`config.mk`:
```
export PLATFORM = sky130hd
export DESIGN_NAME = f3_move_sched
export DESIGN_NICKNAME = d
export VERILOG_FILES = /design/src/rtl/f3_move_sched.sv
export SDC_FILE = /design/constraint.sdc
export NUM_CORES = 1
export LEC_CHECK = 0
export CAP_MARGIN = 20
export CORE_ASPECT_RATIO = 1.2
export CORE_MARGIN = 2
export CORE_UTILIZATION = 40
export CTS_CLUSTER_SIZE = 10
export DETAILED_ROUTE_END_ITERATION = 6
export HOLD_SLACK_MARGIN = 0.06
export PLACE_DENSITY_LB_ADDON = 0.08
export SLEW_MARGIN = 20
export SYNTH_ARGS = -nofsm -noshare
export SYNTH_HDL_FRONTEND = slang
export SYNTH_SLANG_ARGS = --single-unit
```
`constraint.sdc`:
```
create_clock -name sysclk -period 6.4 [get_ports sysclk]
set_input_delay 1.28 -clock sysclk [delete_from_list [all_inputs] [get_ports sysclk]]
set_output_delay 1.28 -clock sysclk [all_outputs]
set_load 0.05 [all_outputs]
```
`src/rtl/f3_move_sched.sv`:
```
// Move scheduler: turns held direction keys into single board moves and,
// on a scramble request, issues a pseudo-random burst of moves that never
// immediately undoes the previous move.
module f3_move_sched #(
    parameter logic [7:0]  SCRAMBLE_MOVES = 8'd64,
    parameter logic [15:0] LFSR_SEED      = 16'hACE1
) (
    input  logic       sysclk,
    input  logic       reset,
    input  logic       key_write,
    input  logic [3:0] key_instruction,
    input  logic       scramble,
    input  logic       move_ready,
    output logic       move_valid,
    output logic [3:0] move_dir,
    output logic       busy,
    output logic [7:0] moves_left
);

    typedef enum logic [2:0] {
        IDLE, USER_MOVE, RELEASE, SCRAMBLE, SCR_GAP, SCR_HOLD
    } state_t;

    // An all-zero seed would lock the LFSR, so it is forced to 1.
    localparam logic [15:0] SEED = (LFSR_SEED == 16'h0000) ? 16'h0001 : LFSR_SEED;
    localparam logic [15:0] TAPS = 16'hB400;

    state_t      state, state_nxt;
    logic [3:0]  user_dir;
    logic [3:0]  last_dir;
    logic [15:0] lfsr;
    logic [7:0]  cnt;
    logic        scramble_prev;
    logic        scr_edge;
    logic        key_ok;
    logic        xfer;
    logic [3:0]  cand;
    logic [3:0]  alt;
    logic [3:0]  scr_dir;

    assign scr_edge = scramble & ~scramble_prev;
    assign key_ok   = key_write && (key_instruction >= 4'd1) && (key_instruction <= 4'd4);
    assign xfer     = move_valid & move_ready;

    // Random direction 1..4; opposite pairs sum to 5, so a reversal of the
    // previous move is bumped to the next code in the 1->2->3->4->1 ring.
    assign cand    = {2'b00, lfsr[1:0]} + 4'd1;
    assign alt     = {2'b00, lfsr[1:0] + 2'd1} + 4'd1;
    assign scr_dir = ((cand + last_dir) == 4'd5) ? alt : cand;

    assign move_dir   = (state == SCRAMBLE) ? scr_dir : user_dir;
    assign moves_left = cnt;

    // State register.
    always_ff @(posedge sysclk) begin
        if (reset) state <= IDLE;
        else       state <= state_nxt;
    end

    // Next-state decode and per-state outputs.
    always_comb begin
        state_nxt  = state;
        move_valid = 1'b0;
        busy       = 1'b0;
        case (state)
            IDLE: begin
                if (scr_edge)
                    state_nxt = (SCRAMBLE_MOVES != 8'd0) ? SCRAMBLE : SCR_HOLD;
                else if (key_ok)
                    state_nxt = USER_MOVE;
            end
            USER_MOVE: begin
                move_valid = 1'b1;
                if (move_ready) state_nxt = RELEASE;
            end
            RELEASE: begin
                if (!key_write) state_nxt = IDLE;
            end
            SCRAMBLE: begin
                move_valid = 1'b1;
                busy       = 1'b1;
                if (move_ready) state_nxt = (cnt == 8'd1) ? SCR_HOLD : SCR_GAP;
            end
            SCR_GAP: begin
                busy      = 1'b1;
                state_nxt = SCRAMBLE;
            end
            SCR_HOLD: begin
                busy = 1'b1;
                if (!scramble) state_nxt = IDLE;
            end
            default: state_nxt = IDLE;
        endcase
    end

    // Datapath: key latch, last direction, scramble counter and LFSR.
    // scramble_prev resets high so a request held through reset is not an edge.
    always_ff @(posedge sysclk) begin
        if (reset) begin
            user_dir      <= 4'd0;
            last_dir      <= 4'd0;
            lfsr          <= SEED;
            cnt           <= 8'd0;
            scramble_prev <= 1'b1;
        end else begin
            scramble_prev <= scramble;
            if (state == IDLE && !scr_edge && key_ok)
                user_dir <= key_instruction;
            if (xfer)
                last_dir <= move_dir;
            if (state == IDLE && scr_edge)
                cnt <= SCRAMBLE_MOVES;
            if (state == SCRAMBLE && move_ready) begin
                cnt  <= cnt - 8'd1;
                lfsr <= lfsr[0] ? ((lfsr >> 1) ^ TAPS) : (lfsr >> 1);
            end
        end
    end

endmodule

```
==> summary.txt, run 1 <==
STA
  – Max Freq: 0.205 GHz
  – Fin crit period: 4870 ps
  – Max Clock Skew: 5.83 ps
  – Slew HR: 52.7%
  – Worst slew pin tran: 708 ps
  – Final Hold Viols: 0
  – Final Cycle Share: 76.1%
  – Final Slew Violations: 0
  – Setup-failing EPs final: 0
  – RSZ-0062 raised after global routing: false
  – Setup TNS: 0 ps

Place
  – Port buffer count: 22
  – DP Wirelength: 2600 um
  – Routability cong.: 0.751

Critical path
  – CP max FO: 8
  – Levels on crit path: 10
  – CP max stage delay: 810 ps
  – Worst setup SP type: register
  – Endpoint class of the critical path: primary output
  – FF-to-FF Start: lfsr[0]
  – CP Cell Sequence: inv_1 > ha_1 > inv_1 > fa_1 > nand3b_1 > a211o_1 > a21bo_1 > and3_4 > nor2_1 > clkdlybuf4s50_1
  – Worst Setup SP: lfsr[0]
  – Slowest cell on crit path: clkdlybuf4s50_1
  – Cells on worst reg2reg path: 9
  – Worst Path Arrival: 3590 ps
  – Critical path class: reg -> out
  – Crit path top cell by count: inv_1
  – Crit path required time: 5120 ps
  – Internal reg-to-reg setup slack: 3590 ps
  – Buffers & Inverters on Critical Path: 3
  – CP top delay family: buffers and inverters

Die
  – Die area: 5010 sq um
  – DIE HEIGHT: 77.1 um
  – Ports: 23
  – Initial Utilization: 41.8%
  – Row count: 26
  – Core ar.: 4260 sq um
  – Die Span X: 64.9 um

GRT
  – Largest net degree at the start of global routing: 38
  – Antenna violations before repair: 0
  – GRT Total Usage: 16.1%
  – Overflow after GRT: 0
  – First-pass GRT wire length: 6460 um
  – Vias in the first global route: 1477

Synthesis
  – Fraction of registers with async set/reset: 0%
  – Cell count after synthesis: 209
  – Yosys reg bits: 36
  – Synth cell types: 42
  – Post-synth EDFFs: 0
  – Yosys warning total: 0
  – Main synth FF type: dfxtp_1
  – Post-Syn Nets: 226
  – Post-Syn Area: 1780 sq um
  – Syn Area/Cell: 8.52 sq um
  – Seq/Total Area, Yosys: 40.4%

Detailed routing
  – Final antenna-violating net count: 0
  – Detailed Route Iter0 Violations: 89
  – Via density: 5.08
  – DRC viols: 0
  – WL/cell: 12.7 um
  – Post-Route WL: 3610 um
  – DRT Pass-1 Iters: 4
  – Via Count: 1449

Power
  – Part of the power in registers: 43.4%
  – Pwr Density: 279 nW/um^2
  – Internal power: 0.413 mW
  – Power share of the clock group: 32.5%
  – Maximum VDD drop: 0.189 mV
  – Sw frac: 30.7%
  – Comb pwr share: 24.1%
  – Switch Pwr: 0.183 mW
  – Static leakage: 0.791 nW
  – Power Total: 0.596 mW

Run
  – Max-Cap Viols: 0

Worst hold path
  – Hold path cells: 2
  – Min-Delay Startpoint: lfsr[4]
  – HP Class: reg -> reg

CTS
  – Setup Fix Bufs, Post-CTS: 0
  – Post-cts sizing count: 0
  – Cts hold-fix bufs: 0
  – Clock latency on the worst-skew pair: 280 ps
  – H-tree levels: 2
  – Clock Path Buffers: 2
  – Cts bufs inserted: 5
  – CTS tree: yes
  – CTS root buf: clkbuf_8
  – Reg clk slew, reported paths: 70 ps
  – Sink Count: 36

Finish
  – Nets@finish: 245
  – Diodes inserted: 0
  – Share of post-route cells with drive strength above 1: 6.55%
  – Synthesis-to-layout area growth: 19.7%

Run status
  – Status: completed
## sequential cells by signal, indices dropped and copies added, names as in the netlist
name and flops:
last_dir 4, scramble_prev 1, lfsr 16, user_dir 4, moves_left 8, state 3
## path summary, 6_finish.rpt
check | to
max | move_dir[2]
min | lfsr[3]
max reg2reg | last_dir[2]
min reg2reg | lfsr[3]
## cell type report
class,instances,area (sq um)
well taps,56,70.1
flip-flops and latches,36,721
fillers,399,2130
multi-input cells,157,988
clock inverters,2,35.0
inverters,5,18.8
repair buffers,23,228
clock buffers,6,72.6
## cells in the final DEF, fill, tap and decap left out, drive strengths merged, types with 5 or more instances in the layout
cell type      netlist  final
ha                   7      7
nand2               38     38
clkdlybuf4s50        0     22
xnor2                6      6
nand3b               7      7
clkbuf               6      6
nor2                20     20
a21oi               13     13
nor3                 7      7
dfxtp               36     36
inv                  5      5
mux2i                6      6
nand3                5      5
o21ai                6      6
## routing by layer
| layer | wire [um] | GRT usage [%] |
|---|---|---|
| met1 | 1710 | 19.8 |
| met2 | 1750 | 26.6 |
| met3 | 107 | 3.81 |
| met4 | 45 | 6.60 |
| met5 | 0 | 0 |
## Yosys cell counts, types with 2 or more instances
cell type / count / area, sq um
dfxtp_1: 36 / 721
nor3b_1: 3 / 22.5
a311oi_1: 2 / 17.5
a211o_1: 4 / 35.0
nand3_1: 5 / 25.0
a211oi_1: 2 / 15.0
nor2b_1: 3 / 18.8
a21oi_1: 13 / 65.1
nor3_1: 7 / 35.0
nand2_1: 38 / 143
nand3b_1: 7 / 52.6
o311ai_0: 2 / 17.5
mux2i_1: 6 / 60.1
and2_1: 4 / 25.0
ha_1: 7 / 87.6
nor2_1: 20 / 75.1
inv_1: 5 / 18.8
buf_2: 4 / 20.0
nand4b_1: 2 / 17.5
o21ai_0: 6 / 30.0
xnor2_1: 6 / 52.6
or4_1: 2 / 15.0
clkbuf_1: 6 / 22.5
## per-stage QoR
stage	instance area, sq um	hold WS, ps	setup WS (ps)	instances	util (%)
2_1_floorplan	1780	432	2150	209	-
3_3_place_gp	2030	437	1950	277	47.5
3_5_place_dp	2030	452	1830	277	47.5
4_1_cts	2130	462	1510	285	50.1
5_1_grt	2130	486	1290	285	50.1
6_report	2130	457	1530	285	50.1
## power groups by stage
| stage | Clock [mW] | Sequential, mW | Combinational (mW) |
|---|---|---|---|
| after CTS | 0.201 | 0.258 | 0.144 |
| after detailed placement | 0 | 0.263 | 0.143 |
| after global placement | 0 | 0.262 | 0.142 |
| after floorplan | 0 | 0.264 | 0.103 |
| final | 0.194 | 0.259 | 0.143 |
| after global routing | 0.211 | 0.261 | 0.158 |
## worst min-delay path: cells and delay by family, from the launching register on
kind,cells,cell delay (ps)
AOI/OAI and AO/OA,1,50
DFF,1,310
and+or+nand+nor,1,50
## cells by family (layout without fill, tap and decap cells)
family | Yosys count | in the layout | share of synthesized area [%]
muxes | 7 | 7 | 4.00
adders and majority gates | 8 | 8 | 6.04
AOI/OAI and AO/OA | 34 | 34 | 13.0
buffers and inverters | 16 | 36 | 4.07
DFF | 36 | 36 | 40.4
xor gates and xnor gates | 7 | 7 | 3.44
and+or+nand+nor | 101 | 101 | 29.0
(Power assumes the default switching activity.)
==> inputs of run 2 (changes only) <==
==> constraint.sdc (replaced) <==
create_clock -name sysclk -period 4.1 [get_ports sysclk]
set_input_delay 0.82 -clock sysclk [delete_from_list [all_inputs] [get_ports sysclk]]
set_output_delay 0.82 -clock sysclk [all_outputs]
set_load 0.05 [all_outputs]
==> summary.txt, run 2 (synthesis gave the netlist of run 1 again) <==
CTS
  – Reg clk slew, reported paths: 70 ps (about the same)
  – Sink Count: 36 (unchanged)
  – Post-cts sizing count: 0 (unchanged)
  – Clock latency on the worst-skew pair: 280 ps (about the same)
  – CTS tree: yes
  – Setup Fix Bufs, Post-CTS: 0 (unchanged)
  – H-tree levels: 2 (unchanged)
  – Cts bufs inserted: 5 (unchanged)
  – Clock Path Buffers: 2 (unchanged)
  – Cts hold-fix bufs: 0 (unchanged)
  – CTS root buf: clkbuf_8

Power
  – Static leakage: 0.796 nW (+0.57%)
  – Internal power: 0.605 mW (+46%)
  – Switch Pwr: 0.286 mW (+56%)
  – Power Total: 0.890 mW (+49%)
  – Sw frac: 32.1% (+1.4 points)
  – Part of the power in registers: 45.3% (+1.9 points)
  – Maximum VDD drop: 0.328 mV (+74%)
  – Pwr Density: 418 nW/um^2 (+50%)
  – Power share of the clock group: 28.9% (-3.6 points)
  – Comb pwr share: 25.8% (+1.7 points)

STA
  – Max Clock Skew: 3.93 ps (-1.91 ps)
  – Worst slew pin tran: 506 ps (-203 ps)
  – RSZ-0062 raised after global routing: false
  – Fin crit period: 3850 ps
  – Setup TNS: 0 ps (unchanged)
  – Final Hold Viols: 0 (unchanged)
  – Worst setup margin: 246 ps (-1280 ps)
  – Slew HR: 66.2% (+13 points)
  – Setup-failing EPs final: 0 (unchanged)
  – Final Cycle Share: 94.0%
  – Max Freq: 0.259 GHz
  – Final Slew Violations: 0 (unchanged)

Place
  – Routability cong.: 0.862 (+15%)
  – Port buffer count: 22 (unchanged)
  – Worst slack, placed: 543 ps (-1280 ps)
  – Placed Cells: 278 (+0.36%)
  – DP Wirelength: 2690 um (+3.7%)

Critical path
  – CP max FO: 8 (unchanged)
  – Endpoint class of the critical path: primary output
  – Crit path required time: 3280 ps (-1840 ps)
  – Critical path class: reg -> out
  – Worst setup SP type: register
  – Worst Path Arrival: 3030 ps (-560 ps)

GRT
  – Largest net degree at the start of global routing: 38 (unchanged)
  – GRT Total Usage: 16.4% (+0.31 points)
  – Vias in the first global route: 1524 (+3.2%)
  – Gr busiest metal: met2
  – Met1 GRT Util: 18.4% (-1.4 points)
  – Met2 Resource Use GR: 28.5% (+1.9 points)
  – Met3 usage: 5.13% (+1.3 points)
  – Antenna violations before repair: 0 (unchanged)
  – Overflow after GRT: 0 (unchanged)
  – First-pass GRT wire length: 6490 um (+0.43%)

Run status
  – Status: completed

Finish
  – Biggest register: lfsr
  – Most frequent cells in the layout: 38 x nand2_1, 36 x dfxtp_1, 20 x nor2_1
  – Core Util, Final: 49.9% (-0.12 points)
  – Nets@finish: 246 (+0.41%)
  – Share of post-route cells with drive strength above 1: 7.83% (+1.3 points)
  – Non-filler cells in the finished layout: 286 (+0.35%)
  – Fill count: 434 (+8.8%)
  – Largest register FFs: 16 (unchanged)
  – Diodes inserted: 0 (unchanged)
  – Synthesis-to-layout area growth: 19.5%
  – Commonest non-fill, non-tap cell in the layout: nand2_1

Detailed routing
  – Post-Route WL: 3690 um (+2.1%)
  – Detailed Route Iter0 Violations: 89 (unchanged)
  – Via density: 5.24 (+3.1%)
  – DRC viols: 0 (unchanged)
  – WL/cell: 12.9 um (+1.8%)
  – Final antenna-violating net count: 0 (unchanged)
  – Via Count: 1499 (+3.5%)
  – DRT Pass-1 Iters: 4 (unchanged)

Die
  – Die Span X: 64.9 um (unchanged)
  – Row count: 26 (unchanged)
  – DIE HEIGHT: 77.1 um (unchanged)
  – Ports: 23 (unchanged)
  – Die area: 5010 sq um (unchanged)
  – Core ar.: 4260 sq um (unchanged)
  – Initial Utilization: 41.8% (unchanged)

Run
  – Max-Cap Viols: 0 (unchanged)

Worst hold path
  – HP Class: reg -> reg
## run 2: changes by cell type in the layout (fill, tap and decap cells not counted), sizes merged
cell / change
buf: +4
clkinv: -1
bufinv: -1
clkdlybuf4s50: -3
clkbuf: +2
## run 2: stage by stage
stage          instance area (sq um)  hold slack (ps)
5_1_grt                         2130              476
4_1_cts                         2130              457
2_1_floorplan                   1780              432
3_5_place_dp                    2040              447
3_3_place_gp                    2040              437
6_report                        2130              453
## run 2: worst max-delay path, stage by stage (launching register included)
cell	delay (ps)
dfxtp_1	510
inv_1	130
ha_1	310
inv_1	130
fa_1	450
nand3b_1	170
a211o_1	320
a21bo_1	180
and3_4	180
nor2_1	190
buf_12	170
## run 2: final cells by class
class,instances,area (sq um),area share (%)
inverters,5,18.8,0.882
flip-flops and latches,36,721,33.9
multi-input cells,157,988,46.4
well taps,56,70.1,3.29
repair buffers,24,240,11.3
clock buffers,8,90.1,4.23
## run 2: power groups by stage
stage,Combinational (mW),Sequential [mW],Clock (mW)
after global routing,0.254,0.408,0.280
final,0.230,0.403,0.257
after detailed placement,0.231,0.411,0
after CTS,0.232,0.403,0.267
after floorplan,0.161,0.412,0
after global placement,0.224,0.410,0
## run 2: worst paths after layout
kind                              start          end  slack, ps  cells past startpoint
worst min-delay path            lfsr[2]      lfsr[1]        450                      2
worst max-delay path            lfsr[0]  move_dir[2]        250                     10
worst max register to register  lfsr[0]  last_dir[2]       1330                      9
worst min register to register  lfsr[2]      lfsr[1]        450                      2
## run 2: metal layers
metal | wire length [um] | up-vias
li1 | - | 764
met1 | 1600 | 697
met2 | 1890 | 29
met3 | 132 | 9
met4 | 72 | 0
met5 | 0 | -
